==> src/rtl/fetch_pkg.sv <==
// rtl/fetch_pkg.sv - mux select encodings, state enum and widths shared by the fetch sequencer
package fetch_pkg;

    localparam logic [1:0] PC_Z4   = 2'd0;
    localparam logic [1:0] PC_INC  = 2'd1;
    localparam logic [1:0] PC_HOLD = 2'd2;
    localparam logic [1:0] PC_BR   = 2'd3;

    localparam logic [1:0] IR_MEM  = 2'd0;
    localparam logic [1:0] IR_NOP  = 2'd1;
    localparam logic [1:0] IR_HOLD = 2'd2;

    localparam logic PC2_LOAD = 1'b0;
    localparam logic PC2_HOLD = 1'b1;

    localparam int FCNT_W = 4;

    typedef enum logic [1:0] {
        FS_IDLE  = 2'd0,
        FS_RUN   = 2'd1,
        FS_FLUSH = 2'd2,
        FS_HALT  = 2'd3
    } fetch_state_e;

endpackage

==> src/rtl/sat_counter.sv <==
// rtl/sat_counter.sv - W-bit incrementer that sticks at all-ones, cleared only by reset
module sat_counter #(
    parameter int W = 32
) (
    input  logic         clk,
    input  logic         rst_n,
    input  logic         i_inc,
    output logic [W-1:0] o_count
);

    logic [W-1:0] r_count;

    always_ff @(posedge clk or negedge rst_n) begin
        if (!rst_n) begin
            r_count <= '0;
        end else if (i_inc && (r_count != '1)) begin
            r_count <= r_count + W'(1);
        end
    end

    assign o_count = r_count;

endmodule

==> src/rtl/fetch_sequencer.sv <==
// rtl/fetch_sequencer.sv - fetch-stage mux select sequencer (IDLE/RUN/FLUSH/HALT)
// Optional stall/bubble performance counters are built when FETCH_PERF_CNT_EN is defined.
module fetch_sequencer
    import fetch_pkg::*;
#(
    parameter int FLUSH_CYCLES = 2,
    parameter int CNT_W        = 32
) (
    input  logic             clk,
    input  logic             rst_n,
    input  logic             start,
    input  logic             halt,
    input  logic             branch_taken,
    input  logic             jump,
    input  logic             stall,
    output logic [1:0]       pc_sel,
    output logic [1:0]       ir_sel,
    output logic             pc2_sel,
    output logic             bubble,
    output logic [1:0]       state_o
`ifdef FETCH_PERF_CNT_EN
    ,
    output logic [CNT_W-1:0] stall_count,
    output logic [CNT_W-1:0] bubble_count
`endif
);

    localparam logic [FCNT_W-1:0] FCNT_RELOAD = FCNT_W'(FLUSH_CYCLES - 1);

    fetch_state_e      r_state;
    fetch_state_e      w_state_next;
    fetch_state_e      w_redirect_state;
    logic [FCNT_W-1:0] r_fcnt;
    logic [FCNT_W-1:0] w_fcnt_next;
    logic              w_redirect;
    logic [1:0]        w_redirect_pc;

    // Branch outranks jump when both arrive together; the jump is simply dropped.
    assign w_redirect       = branch_taken | jump;
    assign w_redirect_pc    = branch_taken ? PC_BR : PC_Z4;
    assign w_redirect_state = (FLUSH_CYCLES == 1) ? FS_RUN : FS_FLUSH;

    always_ff @(posedge clk or negedge rst_n) begin
        if (!rst_n) begin
            r_state <= FS_IDLE;
            r_fcnt  <= '0;
        end else begin
            r_state <= w_state_next;
            r_fcnt  <= w_fcnt_next;
        end
    end

    always_comb begin
        w_state_next = r_state;
        w_fcnt_next  = r_fcnt;
        pc_sel       = PC_HOLD;
        ir_sel       = IR_NOP;
        pc2_sel      = PC2_HOLD;

        case (r_state)
            FS_IDLE: begin
                if (start) begin
                    w_state_next = FS_RUN;
                end
            end
            FS_HALT: begin
                if (!halt && start) begin
                    w_state_next = FS_RUN;
                end
            end
            FS_RUN: begin
                if (halt) begin
                    w_state_next = FS_HALT;
                end else if (w_redirect) begin
                    pc_sel       = w_redirect_pc;
                    w_state_next = w_redirect_state;
                    w_fcnt_next  = FCNT_RELOAD;
                end else if (stall) begin
                    ir_sel = IR_HOLD;
                end else begin
                    pc_sel  = PC_INC;
                    ir_sel  = IR_MEM;
                    pc2_sel = PC2_LOAD;
                end
            end
            FS_FLUSH: begin
                if (halt) begin
                    w_state_next = FS_HALT;
                    w_fcnt_next  = '0;
                end else if (w_redirect) begin
                    pc_sel       = w_redirect_pc;
                    w_state_next = w_redirect_state;
                    w_fcnt_next  = FCNT_RELOAD;
                end else if (!stall) begin
                    // PC advances while IR2 keeps receiving NOPs until the debt is paid.
                    pc_sel  = PC_INC;
                    pc2_sel = PC2_LOAD;
                    if (r_fcnt <= FCNT_W'(1)) begin
                        w_state_next = FS_RUN;
                        w_fcnt_next  = '0;
                    end else begin
                        w_fcnt_next = r_fcnt - FCNT_W'(1);
                    end
                end
            end
            default: begin
                w_state_next = FS_IDLE;
                w_fcnt_next  = '0;
            end
        endcase
    end

    assign bubble  = (ir_sel == IR_NOP);
    assign state_o = r_state;

`ifdef FETCH_PERF_CNT_EN
    logic w_active;

    assign w_active = (r_state == FS_RUN) || (r_state == FS_FLUSH);

    sat_counter #(.W(CNT_W)) u_stall_cnt (
        .clk     (clk),
        .rst_n   (rst_n),
        .i_inc   (w_active && (pc_sel == PC_HOLD)),
        .o_count (stall_count)
    );

    sat_counter #(.W(CNT_W)) u_bubble_cnt (
        .clk     (clk),
        .rst_n   (rst_n),
        .i_inc   (w_active && bubble),
        .o_count (bubble_count)
    );
`else
    if (CNT_W > 0) begin : g_no_perf_cnt
    end
`endif

endmodule

==> config.mk <==
export PLATFORM = sky130hd
export DESIGN_NAME = fetch_sequencer
export DESIGN_NICKNAME = d
export VERILOG_FILES = /design/src/rtl/fetch_pkg.sv /design/src/rtl/sat_counter.sv /design/src/rtl/fetch_sequencer.sv
export SDC_FILE = /design/constraint.sdc
export NUM_CORES = 1
export LEC_CHECK = 0
export BUFFER_PORTS_ARGS = -buffer_cell sky130_fd_sc_hd__buf_4
export CORE_AREA = 2 2 39 41
export DETAILED_ROUTE_END_ITERATION = 8
export DIE_AREA = 0 0 41 43
export PLACE_DENSITY = 0.7
export SYNTH_ARGS = -nofsm -noshare
export SYNTH_HDL_FRONTEND = slang
export SYNTH_SLANG_ARGS = --single-unit
export TNS_END_PERCENT = 100
==> constraint.sdc <==
create_clock -name clk -period 1.99 [get_ports clk]
set_input_delay 0.0995 -clock clk [delete_from_list [all_inputs] [get_ports clk]]
set_output_delay 0.0995 -clock clk [all_outputs]
set_load 0.005 [all_outputs]
==> results of run 1 <==
[power by group through the flow]
stage               logic, W  registers (W)  clock network, W
finish              0.000450       0.000197          0.000117
global route        0.000506       0.000203          0.000127
CTS                 0.000456       0.000197          0.000121
detailed placement  0.000452       0.000199                 0
global placement    0.000446       0.000196                 0
floorplan           0.000311       0.000191                 0
[logic make-up after synthesis]
kind of cell	Yosys count
multiplexers	2
adder cells (fa/ha/maj)	6
AO/OA/AOI/OAI	20
flip-flops	6
buffers and inverters	5
AND/OR/NAND/NOR	22
[critical path: cells and delay by family (launching register included)]
kind                       cells  cell delay (ps)
and+or+nand+nor                2              610
DFF                            1              400
muxes                          1              300
adders and majority gates      1              200
buffers and inverters          1               80
AOI/OAI and AO/OA              1               80
[cell usage after synthesis, types with 2 or more instances]
cell type                 count
sky130_fd_sc_hd__a21oi_1      2
sky130_fd_sc_hd__dfrtp_1      6
sky130_fd_sc_hd__ha_1         6
sky130_fd_sc_hd__inv_1        5
sky130_fd_sc_hd__nand2_1      3
sky130_fd_sc_hd__nor2_1       6
sky130_fd_sc_hd__o21ai_0      8
sky130_fd_sc_hd__o41ai_1      2
[area by class of cell]
class / instances / area, µm²
fillers: 134 / 671
multi-input cells: 50 / 379
flip-flops and latches: 6 / 150
repair buffers: 16 / 123
clock buffers: 3 / 22.5
well taps: 16 / 20.0
inverters: 5 / 18.8
[through the flow]
stage | setup slack [ps] | hold slack (ps)
floorplan | 180 | -196
global placement | 223 | -91.5
detailed placement | 190 | -90.3
CTS | 179 | 86.6
global route | 104 | 91.1
finish | 200 | 95.6
[metal layers]
metal	part of all wire	global-route usage
met5	0	0
met4	0	0.0400
met3	0.045	0.0785
met2	0.49	0.269
met1	0.46	0.212
[sequential cells by signal, indices dropped and copies added, names as in the netlist]
name / flops
state_o: 2
r_fcnt: 4
[worst min path at each step]
stage / from / to / cells past startpoint
3_3_place_gp: rst_n / state_o[0]$_DFFE_PN0P_ / 1
3_5_place_dp: rst_n / state_o[0]$_DFFE_PN0P_ / 1
5_1_grt: stall / r_fcnt[2]$_DFFE_PN0P_ / 2
4_1_cts: stall / r_fcnt[2]$_DFFE_PN0P_ / 2
6_report: stall / r_fcnt[2]$_DFFE_PN0P_ / 2
2_1_floorplan: rst_n / r_fcnt[0]$_DFFE_PN0P_ / 0
==> summary.md, run 1 <==
| Metric | Value |
|---|---|
| Worst Setup EP | `state_o[0]$_DFFE_PN0P_` |
| Overall Power | `0.000764 W` |
| Mapped cell area | `around 550 µm²` |
| Critical-path cell with the highest stage delay | `sky130_fd_sc_hd__or4_4` |
| EDFF count, synth | `0` |
| Largest family of logic cells by synthesized area | `compound AO/OA/AOI/OAI gates` |
| Input/output buffers | `14` |
| Gr ovfl total | `0` |
| Final ANT Viol Nets | `0` |
| Detailed Routing Iterations Pass 1 | `4` |
| Share of synthesized cell area in full adder, half adder and majority cells | `0.137` |
| Clock edge transition at the registers on the reported setup and hold paths | `around 50 ps` |
| Ranking of synthesized cells by area | `sky130_fd_sc_hd__dfrtp_1 (27%), sky130_fd_sc_hd__ha_1 (14%), sky130_fd_sc_hd__o21ai_0 (7.3%)` |
| Worst EP required | `between 2000 and 2500 ps` |
| Number of flip-flops and latches in the synthesized netlist | `6` |
| Crit path DAT | `around 1900 ps` |
| Die outline height | `approximately 43 µm` |
| Post-detailed-routing wire length | `between 1000 and 1500 µm` |
| Commonest cells after routing, fill and taps aside | `sky130_fd_sc_hd__buf_4 (15), sky130_fd_sc_hd__o21ai_0 (8), sky130_fd_sc_hd__nor2_1 (6), sky130_fd_sc_hd__ha_1 (6), sky130_fd_sc_hd__dfrtp_1 (6)` |
| Number of vias after detailed routing | `512` |
| Reg power frac | `0.258` |
| First-pass GRT wire length | `between 2000 and 2500 µm` |
| Area of the core region | `around 1400 µm²` |
| Area share of the largest cell type after synthesis | `0.274` |
| Post-CTS Setup Repair Bufs | `0` |
| Post-cts hold buffer count | `1` |
| Number of clock buffers inserted by TritonCTS | `3` |
| Top cell type by total area after synthesis | `sky130_fd_sc_hd__dfrtp_1` |
| Dpl cells | `92` |
| CTS sink count | `6` |
| Sequence of cells on the critical path | `inv_1 -> ha_1 -> or4_4 -> nor2_2 -> o21ai_2 -> mux2_4` |
| Final standard cell area without fillers | `713 µm²` |
| Worst min-delay path class | `in -> reg` |
| Cts repair resizes | `0` |
| Length in cells of the worst reg-to-reg path | `6` |
| Slowest Stage Delay on Critical Path | `510 ps` |
| CTS Buffer Depth | `2` |
| Setup crit start kind | `flip-flop` |
| Detailed placement HPWL | `roughly 980 µm` |
| Number of core rows | `14` |
| Kind of end point of the critical path | `flip-flop` |
| Sw frac | `0.402` |
| Most common library cell in the layout ignoring fill and taps | `sky130_fd_sc_hd__buf_4` |
| Worst-margin pin slew | `about 370 ps` |
| Sequential area share after synthesis | `0.274` |
| Unrepaired setup endpoints after global routing | `false` |
| Worst reg2reg path endpoint | `state_o[0]$_DFFE_PN0P_` |
| Distinct cell type count after synthesis | `31` |
| Die outline area | `around 1800 µm²` |
| Number of levels the H-tree was split into | `1` |
| Final Hold Violating Endpoints | `0` |
| Share of the cycle needed by the critical path after routing | `0.899` |
| Worst setup slack for register-to-register paths | `around 200 ps` |
| Number of antenna violations at the first check in global routing | `0` |
| Normalized max-slew margin | `0.743` |
| Synth Area in Compound Gates | `0.274` |
| Setup violations, final | `0` |
| Most frequently used flop master after synthesis | `sky130_fd_sc_hd__dfrtp_1` |
| CTS root buf | `sky130_fd_sc_hd__clkbuf_4` |
| Clock latency on the worst-skew pair | `250 ps` |
| RR Startpoint | `state_o[1]$_DFFE_PN0P_` |
| Status | `finished clean` |
| Max-cap violations | `0` |
| F_max | `around 0.56 GHz` |
| Via density per instance | `around 5.3` |
| Lkg Pwr | `between 0.3 and 0.4 nW` |
| Vias in the first global route | `between 400 and 500` |
| Synth Area per Inst | `about 9 µm²` |
| Net switching power figure | `about 0.00031 W` |
| Gate Count Post-Synth | `61` |
| Starting density of the core | `0.396` |
| Final core utilization | `0.515` |
| Global-route total usage across every layer | `0.174` |
| Launching instance or port of the critical path | `state_o[1]$_DFFE_PN0P_` |
| CP Max Fanout | `5` |
| Cell area power density | `~1100 nW/µm²` |
| Async SR Flop Fraction | `1.00` |
| Multiplexer share of the synthesized area | `0.0457` |
| Nets in the synthesized netlist | `74` |
| Sum of negative setup slack | `0 ps` |
| Remaining DRCs | `0` |
| Final Slew Violations | `0` |
| Yosys warning total | `0` |
| Maximum number of pins on one net before global-route repair | `9` |
| Placer Congestion | `0.795` |
| Area overhead of the layout relative to synthesis | `30.1%` |
| Average wire per cell in the routed design | `between 10 and 15 µm` |
| Number of standard cells in the layout, taps in and fillers out | `between 90 and 100` |
| Xor and xnor area share after synthesis | `0` |
| Combinational cell fraction of total power | `0.589` |
| Fraction of final layout cells sized beyond drive strength 1 | `0.338` |
| Simple-Gate Fraction of Synth Area | `0.235` |
| Part of the power in the clock network | `0.154` |
| Final net count | `95` |
| Critical path class | `reg -> reg` |
| Instance area after placement | `681 µm²` |
| CTS tree | `yes` |
| Die Wd | `slightly above 40 µm` |
| Iteration-0 DRC Markers | `7` |
| Min cycle time layout | `between 1500 and 2000 ps` |
| Int Power | `0.000457 W` |
| Antenna diodes | `0` |
| Worst clock skew on the final layout | `between 5 and 6 ps` |
| Worst IR drop on VDD | `between 0.6 and 0.7 mV` |
| Number of top-level pins | `15` |
No activity file was read; power rests on OpenSTA's default activity.
==> run 2, diff against run 1 <==
--- a/config.mk
+++ b/config.mk
@@ -9,6 +9,7 @@
 export CORE_AREA = 2 2 39 41
 export DETAILED_ROUTE_END_ITERATION = 8
 export DIE_AREA = 0 0 41 43
+export GPL_ROUTABILITY_DRIVEN = 0
 export PLACE_DENSITY = 0.7
 export SYNTH_ARGS = -nofsm -noshare
 export SYNTH_HDL_FRONTEND = slang
==> constraint.sdc (replaced) <==
create_clock -name clk -period 2.3 [get_ports clk]
set_input_delay 0.115 -clock clk [delete_from_list [all_inputs] [get_ports clk]]
set_output_delay 0.115 -clock clk [all_outputs]
set_load 0.005 [all_outputs]
==> summary.md, run 2 (synthesized netlist as in run 1, its figures left out) <==
| Metric | Value |
|---|---|
| Remaining DRCs | `0` |
| Most common library cell in the layout ignoring fill and taps | `sky130_fd_sc_hd__buf_4` |
| Detailed Routing Iterations Pass 1 | `3` |
| Placement-stage worst setup slack | `about 390 ps` |
| Crit path DAT | `roughly 2000 ps` |
| Vias in the first global route | `470` |
| Reg power frac | `0.264` |
| Die outline area | `approximately 1800 µm²` |
| Total of fill cells in the finished design | `between 100 and 150` |
| Starting density of the core | `0.396` |
| Normalized max-slew margin | `0.692` |
| Setup violations, final | `0` |
| Number of flip-flops under the largest register name | `4` |
| Clock edge transition at the registers on the reported setup and hold paths | `about 40 ps` |
| Maximum number of pins on one net before global-route repair | `9` |
| Share of the cycle needed by the critical path after routing | `0.824` |
| Kind of end point of the critical path | `flip-flop` |
| Area overhead of the layout relative to synthesis | `28.8%` |
| Final net count | `94` |
| Int Power | `just under 0.0004 W` |
| Commonest cells after routing, fill and taps aside | `sky130_fd_sc_hd__buf_4 (14), sky130_fd_sc_hd__o21ai_0 (8), sky130_fd_sc_hd__nor2_1 (6), sky130_fd_sc_hd__ha_1 (6), sky130_fd_sc_hd__dfrtp_1 (6)` |
| F_max | `~0.53 GHz` |
| Post-detailed-routing wire length | `between 1000 and 1500 µm` |
| Number of top-level pins | `15` |
| Number of clock buffers inserted by TritonCTS | `3` |
| Detailed placement HPWL | `between 900 and 1000 µm` |
| CTS Buffer Depth | `2` |
| Worst EP required | `approximately 2400 ps` |
| Final ANT Viol Nets | `0` |
| Gr ovfl total | `0` |
| Worst min-delay path class | `in -> reg` |
| Combinational cell fraction of total power | `0.589` |
| First-pass GRT wire length | `roughly 2000 µm` |
| Number of vias after detailed routing | `just over 500` |
| Sum of negative setup slack | `0 ps` |
| Final Slew Violations | `0` |
| Overall Power | `around 0.00064 W` |
| Setup crit start kind | `flip-flop` |
| Fraction of final layout cells sized beyond drive strength 1 | `0.329` |
| Iteration-0 DRC Markers | `2` |
| Die Wd | `41 µm` |
| Worst IR drop on VDD | `roughly 0.45 mV` |
| Average wire per cell in the routed design | `12.1 µm` |
| CTS root buf | `sky130_fd_sc_hd__clkbuf_4` |
| CTS sink count | `6` |
| Worst clock skew on the final layout | `0.831 ps` |
| Area of the core region | `1380 µm²` |
| Via density per instance | `approximately 5.3` |
| Cell area power density | `907 nW/µm²` |
| Part of the power in the clock network | `0.147` |
| Lkg Pwr | `0.329 nW` |
| Global-route total usage across every layer | `0.165` |
| Die outline height | `between 40 and 50 µm` |
| Unrepaired setup endpoints after global routing | `false` |
| Final Worst Setup Slack | `just over 400 ps` |
| Status | `finished clean` |
| Net switching power figure | `roughly 0.00025 W` |
| Largest Register | `r_fcnt` |
| Number of levels the H-tree was split into | `1` |
| Final Hold Violating Endpoints | `0` |
| Number of core rows | `14` |
| Clock latency on the worst-skew pair | `around 240 ps` |
| Worst-margin pin slew | `between 400 and 500 ps` |
| Antenna diodes | `0` |
| Max-cap violations | `0` |
| CP Max Fanout | `7` |
| Sw frac | `0.398` |
| Number of antenna violations at the first check in global routing | `0` |
| Critical path class | `reg -> reg` |
| Input/output buffers | `14` |
| Min cycle time layout | `1890 ps` |
| CTS tree | `yes` |
run 2: critical path, stage by stage (launching register included):
cell	delay [ps]
sky130_fd_sc_hd__dfrtp_1	410
sky130_fd_sc_hd__inv_1	80
sky130_fd_sc_hd__ha_1	260
sky130_fd_sc_hd__or4_4	530
sky130_fd_sc_hd__nor2_2	110
sky130_fd_sc_hd__o21ai_2	80
sky130_fd_sc_hd__mux2_4	300
run 2: area by class of cell:
| class | count | area, µm² | share of cell area |
|---|---|---|---|
| clock buffers | 3 | 22.5 | 0.0319 |
| well taps | 16 | 20.0 | 0.0284 |
| inverters | 5 | 18.8 | 0.0266 |
| multi-input cells | 50 | 379 | 0.537 |
| repair buffers | 15 | 115 | 0.163 |
| flip-flops and latches | 6 | 150 | 0.213 |
run 2: power groups by stage:
stage | sequential, W | clock, W | combinational [W]
after global routing | 0.000176 | 0.000110 | 0.000429
after global placement | 0.000170 | 0 | 0.000369
final | 0.000169 | 0.0000940 | 0.000377
after floorplan | 0.000165 | 0 | 0.000269
after CTS | 0.000171 | 0.0000995 | 0.000381
after detailed placement | 0.000172 | 0 | 0.000379
run 2: path summary, 6_finish.rpt:
check | start | to | slack [ps] | cells after the start
worst min register to register | r_fcnt[3]$_DFFE_PN0P_ | r_fcnt[3]$_DFFE_PN0P_ | 510 | 1
worst min-delay path | stall | r_fcnt[1]$_DFFE_PN0P_ | 120 | 2
worst max-delay path | state_o[1]$_DFFE_PN0P_ | state_o[0]$_DFFE_PN0P_ | 410 | 6
min in group asynchronous | rst_n | state_o[1]$_DFFE_PN0P_ | 220 | 2
worst max register to register | state_o[1]$_DFFE_PN0P_ | state_o[0]$_DFFE_PN0P_ | 410 | 6
max in group asynchronous | rst_n | r_fcnt[0]$_DFFE_PN0P_ | 1970 | 2
run 2: layer usage:
metal / vias up / track usage / routed length (µm)
li1: 258 / - / -
met3: 2 / 0.0942 / 50
met2: 8 / 0.238 / 575
met5: - / 0 / 0
met1: 239 / 0.207 / 519
met4: 0 / 0.0400 / 5
run 2: timing repair:
item / in CTS / in global routing
hold endpoints to repair: 6 / 0
setup buffers: 0 / 0
resized for setup: 0 / 0
hold buffers: 1 / 0
run 2: metrics by stage:
| step | hold WS, ps | cell area (µm²) | utilization | std cells |
|---|---|---|---|---|
| after floorplan | -181 | 548 | - | 61 |
| final | 116 | 706 | 0.510 | 95 |
| after detailed placement | -74.2 | 673 | 0.486 | 91 |
| after global placement | -73.3 | 673 | 0.486 | 91 |
| after CTS | 113 | 706 | 0.510 | 95 |
| after global routing | 114 | 706 | 0.510 | 95 |
==> run 3, diff against run 2 <==
--- a/config.mk
+++ b/config.mk
@@ -10,7 +10,7 @@
 export DETAILED_ROUTE_END_ITERATION = 8
 export DIE_AREA = 0 0 41 43
 export GPL_ROUTABILITY_DRIVEN = 0
-export PLACE_DENSITY = 0.7
+export PLACE_DENSITY = 0.73
 export SYNTH_ARGS = -nofsm -noshare
 export SYNTH_HDL_FRONTEND = slang
 export SYNTH_SLANG_ARGS = --single-unit
==> constraint.sdc (replaced) <==
create_clock -name clk -period 1.5 [get_ports clk]
set_input_delay 0.075 -clock clk [delete_from_list [all_inputs] [get_ports clk]]
set_output_delay 0.075 -clock clk [all_outputs]
set_load 0.005 [all_outputs]
==> summary.md, run 3 (synthesized netlist as in run 1, its figures left out) <==
| Metric | Value |
|---|---|
| Starting density of the core | `0.396` |
| Number of top-level pins | `15` |
| Worst setup slack for register-to-register paths | `-150 ps` |
| Detailed placement HPWL | `about 1000 µm` |
| Worst EP required | `1630 ps` |
| Remaining DRCs | `0` |
| Detailed Routing Iterations Pass 1 | `1` |
| Slowest Stage Delay on Critical Path | `between 400 and 500 ps` |
| Sequence of cells on the critical path | `ha_4 -> or4_4 -> nor2_4 -> o21ai_2 -> mux2_4` |
| CTS tree | `yes` |
| Final Slew Violations | `0` |
| Post-detailed-routing wire length | `approximately 1400 µm` |
| Final Hold Violating Endpoints | `0` |
| Global-route total usage across every layer | `0.211` |
| Clock edge transition at the registers on the reported setup and hold paths | `approximately 40 ps` |
| Final net count | `105` |
| Most common library cell in the layout ignoring fill and taps | `sky130_fd_sc_hd__buf_4` |
| Setup crit start kind | `flip-flop` |
| Worst clock skew on the final layout | `between 1.5 and 2 ps` |
| Die outline height | `approximately 43 µm` |
| Via density per instance | `between 5 and 6` |
| Worst min-delay path class | `in -> reg` |
| Status | `complete, but fails checks` |
| Vias in the first global route | `roughly 580` |
| Final standard cell area without fillers | `between 800 and 900 µm²` |
| Largest Register | `r_fcnt` |
| First-pass GRT wire length | `2460 µm` |
| CTS Buffer Depth | `2` |
| Die Wd | `a little over 40 µm` |
| Total of fill cells in the finished design | `125` |
| CTS sink count | `6` |
| Post-CTS Setup Repair Bufs | `0` |
| Number of core rows | `14` |
| Area of the core region | `roughly 1400 µm²` |
| Die outline area | `between 1500 and 2000 µm²` |
| Area overhead of the layout relative to synthesis | `59.4%` |
| Number of clock buffers inserted by TritonCTS | `3` |
| Clock latency on the worst-skew pair | `approximately 250 ps` |
| Lkg Pwr | `0.414 nW` |
| Final Worst Setup Slack | `-148 ps` |
| Hold Slack | `a little under 80 ps` |
| Number of levels the H-tree was split into | `1` |
| Critical-path cell with the highest stage delay | `sky130_fd_sc_hd__or4_4` |
| Max-cap violations | `0` |
| F_max | `0.607 GHz` |
| Antenna diodes | `0` |
| Violated checks | `negative setup slack` |
| Share of the cycle needed by the critical path after routing | `1.10` |
| CP Max Fanout | `2` |
| Normalized max-slew margin | `0.769` |
| Iteration-0 DRC Markers | `0` |
| Number of flip-flops under the largest register name | `4` |
| Average wire per cell in the routed design | `around 13 µm` |
| Cell area power density | `roughly 1500 nW/µm²` |
| Critical path class | `reg -> reg` |
| CTS root buf | `sky130_fd_sc_hd__clkbuf_4` |
| Final ANT Viol Nets | `0` |
| Number of vias after detailed routing | `approximately 560` |
| Number of antenna violations at the first check in global routing | `0` |
| Fraction of final layout cells sized beyond drive strength 1 | `0.533` |
| Input/output buffers | `14` |
| Gr ovfl total | `0` |
| Instance area after placement | `about 770 µm²` |
| Maximum number of pins on one net before global-route repair | `9` |
| Worst-margin pin slew | `~340 ps` |
| Crit path DAT | `around 1800 ps` |
| Worst IR drop on VDD | `roughly 0.74 mV` |
| Setup violations, final | `7` |
| Commonest cells after routing, fill and taps aside | `sky130_fd_sc_hd__buf_4 (25), sky130_fd_sc_hd__nor2_1 (6), sky130_fd_sc_hd__o21ai_0 (6), sky130_fd_sc_hd__dfrtp_1 (6)` |
| Min cycle time layout | `1650 ps` |
| Kind of end point of the critical path | `flip-flop` |
| Unrepaired setup endpoints after global routing | `true` |
run 3: where the power goes:
| part | internal (W) | switching (W) |
|---|---|---|
| sequential | 0.000207 | 0.0000324 |
| combinational | 0.000494 | 0.000423 |
| clock | 0.0000907 | 0.0000609 |
run 3: worst paths after layout:
check                                       start                endpoint  cells after the start
min reg2reg                 r_fcnt[3]$_DFFE_PN0P_   r_fcnt[3]$_DFFE_PN0P_                      1
max reg2reg                state_o[0]$_DFFE_PN0P_  state_o[0]$_DFFE_PN0P_                      5
max                        state_o[0]$_DFFE_PN0P_  state_o[0]$_DFFE_PN0P_                      5
max in group asynchronous                   rst_n  state_o[1]$_DFFE_PN0P_                      2
min in group asynchronous                   rst_n   r_fcnt[0]$_DFFE_PN0P_                      2
min                                         stall   r_fcnt[1]$_DFFE_PN0P_                      2
run 3: what timing repair did:
| action | 4_1_cts | 5_1_grt |
|---|---|---|
| resized for setup | 10 | 4 |
| endpoints found under the hold margin | 6 | 0 |
| hold buffers | 1 | 0 |
| pin swaps | 3 | 4 |
| gates cloned | 0 | 0 |
| endpoints found under the setup margin | 8 | 8 |
run 3: cell type report:
class                   count  area (µm²)  share of cell area
multi-input cells          50         464               0.532
repair buffers             26         198               0.226
flip-flops and latches      6         150               0.172
clock buffers               3        22.5              0.0258
well taps                  16        20.0              0.0229
inverters                   5        18.8              0.0215
run 3: critical path, delay by kind of cell, from the launching register on:
family,cells,cell delay [ps]
AO/OA/AOI/OAI,1,60
adder cells (fa/ha/maj),1,170
flip-flops,1,400
multiplexers,1,300
AND/OR/NAND/NOR,2,600
run 3: routing by layer:
layer,up-vias,routed length (µm),GRT usage
met3,5,51,0.0785
li1,280,-,-
met4,0,16,0.0600
met1,263,537,0.212
met2,7,823,0.375
met5,-,0,0
run 3: metrics by stage:
| step | cells | setup WS [ps] | power, W | setup TNS [ps] | util |
|---|---|---|---|---|---|
| 3_3_place_gp | 102 | -146 | 0.000990 | -660 | 0.555 |
| 5_1_grt | 106 | -205 | 0.00144 | -1180 | 0.631 |
| 4_1_cts | 106 | -177 | 0.00128 | -666 | 0.620 |
| 6_report | 106 | -148 | 0.00131 | -595 | 0.631 |
| 2_1_floorplan | 61 | -232 | 0.000695 | -390 | - |
| 3_5_place_dp | 102 | -228 | 0.00101 | -1020 | 0.555 |
